`config.mk`:
```
export PLATFORM = sky130hd
export DESIGN_NAME = state_period_meter_flat
export DESIGN_NICKNAME = d
export VERILOG_FILES = /design/src/rtl/state_period_meter_if.sv /design/src/rtl/state_period_meter.sv /design/src/flat_wrapper.sv
export SDC_FILE = /design/constraint.sdc
export NUM_CORES = 1
export LEC_CHECK = 0
export BUFFER_PORTS_ARGS = -buffer_cell sky130_fd_sc_hd__buf_2
export CAP_MARGIN = 20
export CORE_AREA = 3 3 101 103
export DETAILED_ROUTE_END_ITERATION = 6
export DIE_AREA = 0 0 104 106
export GPL_TIMING_DRIVEN = 0
export HOLD_SLACK_MARGIN = 0.12
export PLACE_DENSITY = 0.83
export SYNTH_ARGS = -nofsm -noshare
export SYNTH_HDL_FRONTEND = slang
export SYNTH_SLANG_ARGS = --single-unit
```
`constraint.sdc`:
```
create_clock -name clk -period 2.15 [get_ports clk]
set_input_delay 0.215 -clock clk [delete_from_list [all_inputs] [get_ports clk]]
set_output_delay 0.215 -clock clk [all_outputs]
set_load 0.01 [all_outputs]
```
`src/rtl/state_period_meter_if.sv`:
```
// Stream bundle carrying measured periods out of the meter.
// Master drives tdata/tvalid; slave drives tready.
interface state_period_meter_if #(
  parameter int W = 32
) ();
  logic [W-1:0] tdata;
  logic         tvalid;
  logic         tready;

  modport master (
    output tdata,
    output tvalid,
    input  tready
  );

  modport slave (
    input  tdata,
    input  tvalid,
    output tready
  );
endinterface

```
`src/rtl/state_period_meter.sv`:
```
// Period meter on the discriminator state: streams the cycle count
// between accepted rising edges, with edge counter and sticky flags.
module state_period_meter #(
  parameter int CNT_WIDTH        = 32,
  parameter int AXIS_TDATA_WIDTH = 32,
  parameter int MIN_PERIOD       = 2
) (
  input  logic                 clk,
  input  logic                 rst,
  input  logic                 state_in,
  input  logic                 enable,
  state_period_meter_if.master M_AXIS_OUT,
  output logic [CNT_WIDTH-1:0] edge_count,
  output logic                 saturated,
  output logic                 overrun
);

  typedef enum logic [1:0] {
    IDLE = 2'd0,
    ARM  = 2'd1,
    MEAS = 2'd2
  } state_e;

  localparam logic [CNT_WIDTH-1:0] CNT_MAX =
    {CNT_WIDTH{1'b1}};
  localparam logic [CNT_WIDTH-1:0] CNT_ONE =
    CNT_WIDTH'(1);
  localparam logic [CNT_WIDTH-1:0] HOLDOFF =
    CNT_WIDTH'(MIN_PERIOD);

  state_e state_q;

  logic s_q;
  logic s_dly_q;
  logic en_q;

  logic [CNT_WIDTH-1:0] cnt_q;
  logic [CNT_WIDTH-1:0] cnt_d;
  logic [CNT_WIDTH-1:0] edges_q;
  logic [CNT_WIDTH-1:0] edges_d;

  logic [AXIS_TDATA_WIDTH-1:0] tdata_q;
  logic                        tvalid_q;
  logic                        sat_q;
  logic                        ovr_q;

  logic rise;
  logic arm_acc;
  logic meas_acc;
  logic accept;
  logic xfer;
  logic load;
  logic drop;

  assign rise = s_q & ~s_dly_q;

  assign arm_acc = enable & rise
                 & (state_q == ARM);

  assign meas_acc = enable & rise
                  & (state_q == MEAS)
                  & (cnt_q >= HOLDOFF);

  assign accept = arm_acc | meas_acc;

  assign xfer = tvalid_q & M_AXIS_OUT.tready;

  // A stalled full register drops the word
  // but the edge still restarts the period.
  assign load = meas_acc
              & (~tvalid_q | M_AXIS_OUT.tready);
  assign drop = meas_acc & tvalid_q
              & ~M_AXIS_OUT.tready;

  always_comb begin
    cnt_d = cnt_q;
    if (!enable || state_q == IDLE) begin
      cnt_d = '0;
    end else if (accept) begin
      cnt_d = CNT_ONE;
    end else if (cnt_q != CNT_MAX) begin
      cnt_d = cnt_q + CNT_ONE;
    end
  end

  always_comb begin
    edges_d = edges_q;
    if (enable && !en_q) begin
      edges_d = '0;
    end else if (accept) begin
      edges_d = edges_q + CNT_ONE;
    end
  end

  always_ff @(posedge clk) begin
    if (rst) begin
      state_q  <= IDLE;
      s_q      <= 1'b0;
      s_dly_q  <= 1'b0;
      en_q     <= 1'b0;
      cnt_q    <= '0;
      edges_q  <= '0;
      tdata_q  <= '0;
      tvalid_q <= 1'b0;
      sat_q    <= 1'b0;
      ovr_q    <= 1'b0;
    end else begin
      s_q     <= state_in;
      s_dly_q <= s_q;
      en_q    <= enable;
      cnt_q   <= cnt_d;
      edges_q <= edges_d;

      if (!enable) begin
        state_q <= IDLE;
      end else begin
        unique case (state_q)
          IDLE: state_q <= ARM;
          ARM: begin
            if (rise) state_q <= MEAS;
          end
          MEAS:    state_q <= MEAS;
          default: state_q <= IDLE;
        endcase
      end

      if (load) begin
        tdata_q  <= AXIS_TDATA_WIDTH'(cnt_q);
        tvalid_q <= 1'b1;
        if (cnt_q == CNT_MAX) sat_q <= 1'b1;
      end else if (xfer) begin
        tvalid_q <= 1'b0;
      end

      if (drop) ovr_q <= 1'b1;
    end
  end

  assign M_AXIS_OUT.tdata  = tdata_q;
  assign M_AXIS_OUT.tvalid = tvalid_q;
  assign edge_count        = edges_q;
  assign saturated         = sat_q;
  assign overrun           = ovr_q;

endmodule
```
`src/flat_wrapper.sv`:
```
// flat-port wrapper written by rule: the top's interface ports become plain ports
module state_period_meter_flat 
#(
  parameter int CNT_WIDTH        = 32,
  parameter int AXIS_TDATA_WIDTH = 32,
  parameter int MIN_PERIOD       = 2
)
  (clk, rst, state_in, enable, edge_count, saturated, overrun, M_AXIS_OUT_tdata, M_AXIS_OUT_tvalid, M_AXIS_OUT_tready);
  state_period_meter_if M_AXIS_OUT_i ();
  input  logic clk;
  input  logic rst;
  input  logic state_in;
  input  logic enable;
  output logic [CNT_WIDTH-1:0] edge_count;
  output logic saturated;
  output logic overrun;
  output wire logic [$bits(M_AXIS_OUT_i.tdata)-1:0] M_AXIS_OUT_tdata;
  output wire logic [$bits(M_AXIS_OUT_i.tvalid)-1:0] M_AXIS_OUT_tvalid;
  input wire logic [$bits(M_AXIS_OUT_i.tready)-1:0] M_AXIS_OUT_tready;
  assign M_AXIS_OUT_tdata = M_AXIS_OUT_i.tdata;
  assign M_AXIS_OUT_tvalid = M_AXIS_OUT_i.tvalid;
  assign M_AXIS_OUT_i.tready = M_AXIS_OUT_tready;
  state_period_meter #(.CNT_WIDTH(CNT_WIDTH), .AXIS_TDATA_WIDTH(AXIS_TDATA_WIDTH), .MIN_PERIOD(MIN_PERIOD)) u_core (.clk(clk), .rst(rst), .state_in(state_in), .enable(enable), .M_AXIS_OUT(M_AXIS_OUT_i), .edge_count(edge_count), .saturated(saturated), .overrun(overrun));
endmodule
```
== After elaboration in Yosys (flattened, before gate mapping) ==
Cells that the tools add are included.

* Muxes and demuxes: 6
* Add/sub/neg operators: 2
* Equality and inequality tests: 5
* Order comparisons: 1
* Reductions and logical operators: 12
* Bitwise operators: 15

{| class="wikitable"
|+ Operators by type and width
! kind !! number
|-
| 32-bit by 1-bit adder with 32-bit output, second input constant || 2
|-
| 32-bit == test, second input constant || 1
|-
| 32-bit by 2-bit greater-or-equal comparator with 1-bit output, second input constant || 1
|-
| 32-bit != test, second input constant || 1
|-
| 1-bit bitwise AND || 9
|-
| 2-bit case mux with 3 select lines || 1
|-
| 2-bit OR reduction || 3
|-
| 1-bit two-way mux || 4
|-
| 1-bit NOT || 4
|-
| 2-bit nonzero test || 2
|-
| 3-bit OR reduction || 1
|-
| 2-bit by 1-bit == test with 1-bit output, second input constant || 1
|-
| 2-bit == test, second input constant || 1
|-
| 1-bit logical NOT || 2
|-
| 2-bit logical NOT || 1
|-
| 2-bit two-way mux || 1
|-
| 2-bit by 1-bit != test with 1-bit output, second input constant || 1
|-
| 1-bit bitwise OR || 2
|-
| 2-bit AND reduction || 1
|-
| 1-bit logical AND || 1
|-
| 1-bit logical OR || 1
|}

* Output and inout bits: 67
* Logic and storage cells: 52
* Flip-flop bits (word level): 104

== Logic depth before layout (Yosys ltp) ==
* Depth in word-level cells: 7
* Mapped depth: 8
* Mapped depth without buffers: 7

== Least setup slack after synthesis ==
Ideal clock, no wire load.

* Kind: register to register
* From: register u_core.cnt_q[0]
* To: register u_core.tdata_q[0] (netlist: u_core.M_AXIS_OUT.tdata[0])
* Buffers on the path: 1
* Slack: 0.202 ns
* Data required time: 2.022 ns
* Cell stages (with the launch flop): 9
* Arrival: 1.821 ns
* Period minus slack after synthesis: 1.948 ns
* Cell sequence: dfxtp_1 -> inv_1 -> ha_1 -> nor4_1 -> nand4_2 -> o211ai_4 -> buf_6 -> mux2i_1 -> nor2_1

* Longest elaborated chain between the ends: 3

{| class="wikitable"
|+ RTL lines
! element !! line !! text
|-
| start, declared || state_period_meter.sv:37 || <nowiki>logic [CNT_WIDTH-1:0] cnt_q;</nowiki>
|-
| start signal, assigned || state_period_meter.sv:111 || <nowiki>cnt_q <= cnt_d;</nowiki>
|-
| 32-bit by 2-bit greater-or-equal comparator with 1-bit output || state_period_meter.sv:62 || <nowiki>& (cnt_q >= HOLDOFF);</nowiki>
|-
| 1-bit bitwise AND || state_period_meter.sv:62 ||
|-
| 1-bit bitwise AND || state_period_meter.sv:71 || <nowiki>& (~tvalid_q | M_AXIS_OUT.tready);</nowiki>
|-
| end signal, assigned || state_period_meter.sv:128 || <nowiki>tdata_q <= AXIS_TDATA_WIDTH'(cnt_q);</nowiki>
|-
| end, declared || state_period_meter.sv:42 || <nowiki>logic [AXIS_TDATA_WIDTH-1:0] tdata_q;</nowiki>
|}

Parallel ways exist; a longest one is shown, timed or not.
A chain may end at the register's enable or synchronous reset.

== Worst setup path after layout ==
* From: register u_core.cnt_q[6]
* To: register u_core.tdata_q[6] (netlist: u_core.M_AXIS_OUT.tdata[6])

The elaborated chain is that of the path after synthesis.

==> summary.md <==
| Metric | Value |
|---|---|
| Worst min-delay path category | in2reg |
| Most area-hungry cell type in the Yosys netlist | sky130_fd_sc_hd__dfxtp_1 |
| Result of the run | finished, final reports clean |
| Io pins | around 70 |
| Arrival time reported for the critical path endpoint | ~2.3 ns |
| Fraction of synthesis flops using an asynchronous set or reset pin | 0% |
| Max-capacitance violation count | 0 |
| Total vias in the final route | roughly 4700 |
| # clock sinks | about 100 |
| Number of inserted diodes | 0 |
| Warnings from Yosys | 0 |
| Post-detailed-placement cell area | 5590 um2 |
| Time the worst path needs with I/O delays and setup | between 2 and 2.5 ns |
| Category of the worst setup path launch point | flip-flop |
| Avg Inst Size Synth | between 8 and 9 um2 |
| Critical-path cell list | buf_2, nor4_1, nand4_1, buf_4, o211ai_4, buf_6, mux2i_1, nor2_1 |
| Post-synthesis instance total | between 500 and 600 |
| Total core area | 9280 um2 |
| Vias per cell | 5.89 |
| Vias in the first global route | 4425 |
| IO buf count | 71 |
| Antenna viol nets, final | 0 |
| Largest delay contributor family on the critical path | buffers and inverters |
| Setup_tns | 0 ns |
| Number of H-tree branching levels | 3 |
| Floorplan row count | 35 |
| Stage delay of the slowest cell on the critical path | roughly 0.35 ns |
| Final design area excluding fillers | slightly below 6000 um2 |
| Master of the slowest instance on the critical path | sky130_fd_sc_hd__nor4_1 |
| Worst slew margin relative to its limit | between 60% and 70% |
| DIE AREA | roughly 11000 um2 |
| Static power due to leakage | ~2.4 nW |
| Reg-to-reg setup timing slack | between 0.05 and 0.06 ns |
| Global-route congestion overflow total | 0 |
| Pins Over Slew Limit | 0 |
| Number of iterations in the first detailed-routing pass | 5 |
| Die boundary width | roughly 100 um |
| Top cells by instance count after synthesis | sky130_fd_sc_hd__dfxtp_1, sky130_fd_sc_hd__nor2_1, sky130_fd_sc_hd__mux2i_1 |
| CTS Buf Count | 9 |
| Distinct cell type count of the synthesized netlist | 56 |
| Slew at the pin closest to its max-slew limit | slightly below 0.6 ns |
| Drc violations | 0 |
| Category of the worst setup path capture point | flip-flop |
| Buffering stage count on the worst path with inverters included | 3 |
| Number of violations reported at the end of detailed-routing iteration 0 | around 270 |
| Number of synthesized flops with an enable pin | 0 |
| Sequential cell area fraction in the yosys report | roughly two fifths |
| Number of nets produced by synthesis | between 500 and 600 |
| Chip Height | approximately 110 um |
| Worst hold slack | ~0.18 ns |
| Maximum number of pins on one net before global-route repair | 17 |
| Share of the clock period used by the worst path after layout | a little over nine tenths |
| Fmax | 0.477 GHz |
| Maximum clock skew at final layout | approximately 0.01 ns |
| Final Hold Viols | 0 |
| CP Max Fanout | 10 |
| Number of synthesized register bits | ~100 |
| Proportion of layout cells with a drive suffix above 1 | between 20 and 25% |
| Power density over cell area | 562 nW/um2 |
| Top area cells in the synthesized netlist | sky130_fd_sc_hd__dfxtp_1, sky130_fd_sc_hd__mux2i_1, sky130_fd_sc_hd__a21oi_1 |
| Placer Congestion | just under 0.9 |
| Wire length of the first global-routing pass | around 21 mm |
| Category of the critical setup timing path | reg2reg |
| Required arrival time at the worst endpoint | ~2.4 ns |
| Clock tree from TritonCTS | yes |
| Fill cell total of the finished layout | between 700 and 800 |
| Depth of the most critical reg-to-reg path | 8 |
| Placed wire-length estimate | 8.96 mm |
| Routed WL per cell | 15.9 um |
| Initial antenna violation count | 0 |
| Total Routed Length | between 10 and 15 mm |
| Area growth syn-to-layout | 17.5% |
| Unrepaired setup endpoints after global routing | true |
| Crit. path cell count | 8 |
| Global-route total usage across every layer | ~22% |
| Count of cells along the worst hold path | 3 |
| Worst-Skew Late Latency | 0.37 ns |
| Buffer levels on the longest clock path | 2 |
| Most common cell in the netlist | sky130_fd_sc_hd__dfxtp_1 |
| Worst VDD drop | approximately 350 uV |
| Clock input transition at the sequential cells of the worst setup and hold paths | ~0.09 ns |
| Area fraction of the dominant cell type after synthesis | around 41% |
| Post-Synthesis Cell Area | 5070 um2 |
| CTS Root Cell | sky130_fd_sc_hd__clkbuf_8 |
| Post-layout nets | about 680 |
| Initial cell density of the core | a little over half |
| Final setup violating endpoints | 0 |
| Predominant post-synthesis flop cell | sky130_fd_sc_hd__dfxtp_1 |
sequential cells by signal (all words and copies together) (netlist names), 2 cells and up:
register and count:
u_core.cnt_q 32, u_core.M_AXIS_OUT.tdata 32, u_core.state_q 2, u_core.edge_count 32
layer usage:
| metal | part of all wire [%] | GRT usage (%) | vias up | routed length [um] |
|---|---|---|---|---|
| li1 | - | - | 2262 | - |
| met1 | 41 | 26.2 | 2222 | 5140 |
| met2 | 52 | 40.9 | 170 | 6530 |
| met3 | 6.2 | 3.83 | 28 | 780 |
| met4 | 1.7 | 6.65 | 0 | 212 |
| met5 | 0 | 0 | - | 0 |
report_power, final:
| group | switching (mW) | internal (mW) |
|---|---|---|
| Sequential | 0.00369 | 1.93 |
| Clock | 0.658 | 0.653 |
| Combinational | 0.0730 | 0.0301 |
| Total | 0.735 | 2.61 |
layout by cell type, fill, tap and decap left out, types with 6 or more instances in the layout:
master / count
sky130_fd_sc_hd__dfxtp_1: 95
sky130_fd_sc_hd__nor2_1: 55
sky130_fd_sc_hd__and3_1: 7
sky130_fd_sc_hd__nor4_2: 6
sky130_fd_sc_hd__inv_1: 10
sky130_fd_sc_hd__nor4_1: 6
sky130_fd_sc_hd__nand4_1: 21
sky130_fd_sc_hd__nand3_1: 21
sky130_fd_sc_hd__or3_1: 16
sky130_fd_sc_hd__mux2i_1: 55
sky130_fd_sc_hd__buf_2: 82
sky130_fd_sc_hd__nor3_1: 6
sky130_fd_sc_hd__a21oi_1: 48
sky130_fd_sc_hd__clkbuf_8: 9
sky130_fd_sc_hd__dfxtp_2: 9
sky130_fd_sc_hd__ha_1: 7
sky130_fd_sc_hd__xor2_1: 8
sky130_fd_sc_hd__o21ai_0: 25
sky130_fd_sc_hd__and4_1: 7
sky130_fd_sc_hd__a2111o_1: 6
sky130_fd_sc_hd__clkbuf_1: 14
sky130_fd_sc_hd__nand2b_1: 24
sky130_fd_sc_hd__nand2_1: 49
layout make-up:
type                    instances  area (um2)  area share [%]
clock buffers                  10         128            2.14
well taps                     129         161            2.71
clock inverters                 4        77.6            1.30
multi-input cells             430        2890            48.5
repair buffers                 77         403            6.76
flip-flops and latches        104        2090            35.1
inverters                      10        37.5           0.630
plain buffers                  31         169            2.84
repair_timing:
item / 4_1_cts / 5_1_grt
setup endpoints to repair: 87 / 91
buffers inserted: 3 / 2
hold buffers: 1 / 0
gates resized for setup: 3 / 27
pin swaps: 3 / 3
hold endpoints to repair: 1 / 0
gates cloned: 0 / 0
worst register-to-register path, stage by stage (launching register included):
cell and delay [ns]:
sky130_fd_sc_hd__dfxtp_1 0.30, sky130_fd_sc_hd__buf_2 0.16, sky130_fd_sc_hd__nor4_1 0.35, sky130_fd_sc_hd__nand4_1 0.15
sky130_fd_sc_hd__buf_4 0.21, sky130_fd_sc_hd__o211ai_4 0.31, sky130_fd_sc_hd__buf_6 0.23, sky130_fd_sc_hd__mux2i_1 0.23
sky130_fd_sc_hd__nor2_1 0.05
per-stage QoR:
step / utilization, % / total power [mW] / setup slack (ns) / instances
floorplan: - / 2.05 / 0.202 / 576
global placement: 60.2 / 2.07 / -0.0589 / 776
detailed placement: 60.2 / 2.08 / -0.148 / 776
CTS: 62.8 / 3.35 / 0.0246 / 794
global route: 64.2 / 3.46 / -0.0777 / 795
finish: 64.2 / 3.35 / 0.0520 / 795
worst paths after layout:
kind / to / from
setup / recovery: u_core.M_AXIS_OUT.tdata[6]$_SDFFE_PP0P_ / u_core.cnt_q[6]$_SDFFE_PP0P_
hold / removal: u_core.en_q$_SDFF_PP0_ / enable
setup reg to reg: u_core.M_AXIS_OUT.tdata[6]$_SDFFE_PP0P_ / u_core.cnt_q[6]$_SDFFE_PP0P_
hold reg to reg: u_core.s_dly_q$_SDFF_PP0_ / u_core.s_q$_SDFF_PP0_
cell families (layout without fill, tap and decap cells):
logic type      Yosys count  count (layout)  share of synthesized area (%)
compound gates          114             114                           14.7
xor+xnor                  9               9                           1.55
fa+ha+maj                 7               7                           1.73
buf+inv                  42             132                           4.10
flops                   104             104                           41.1
mux                      55              55                           10.9
simple gates            245             245                           26.0
Power figures use the tool's default switching activity.
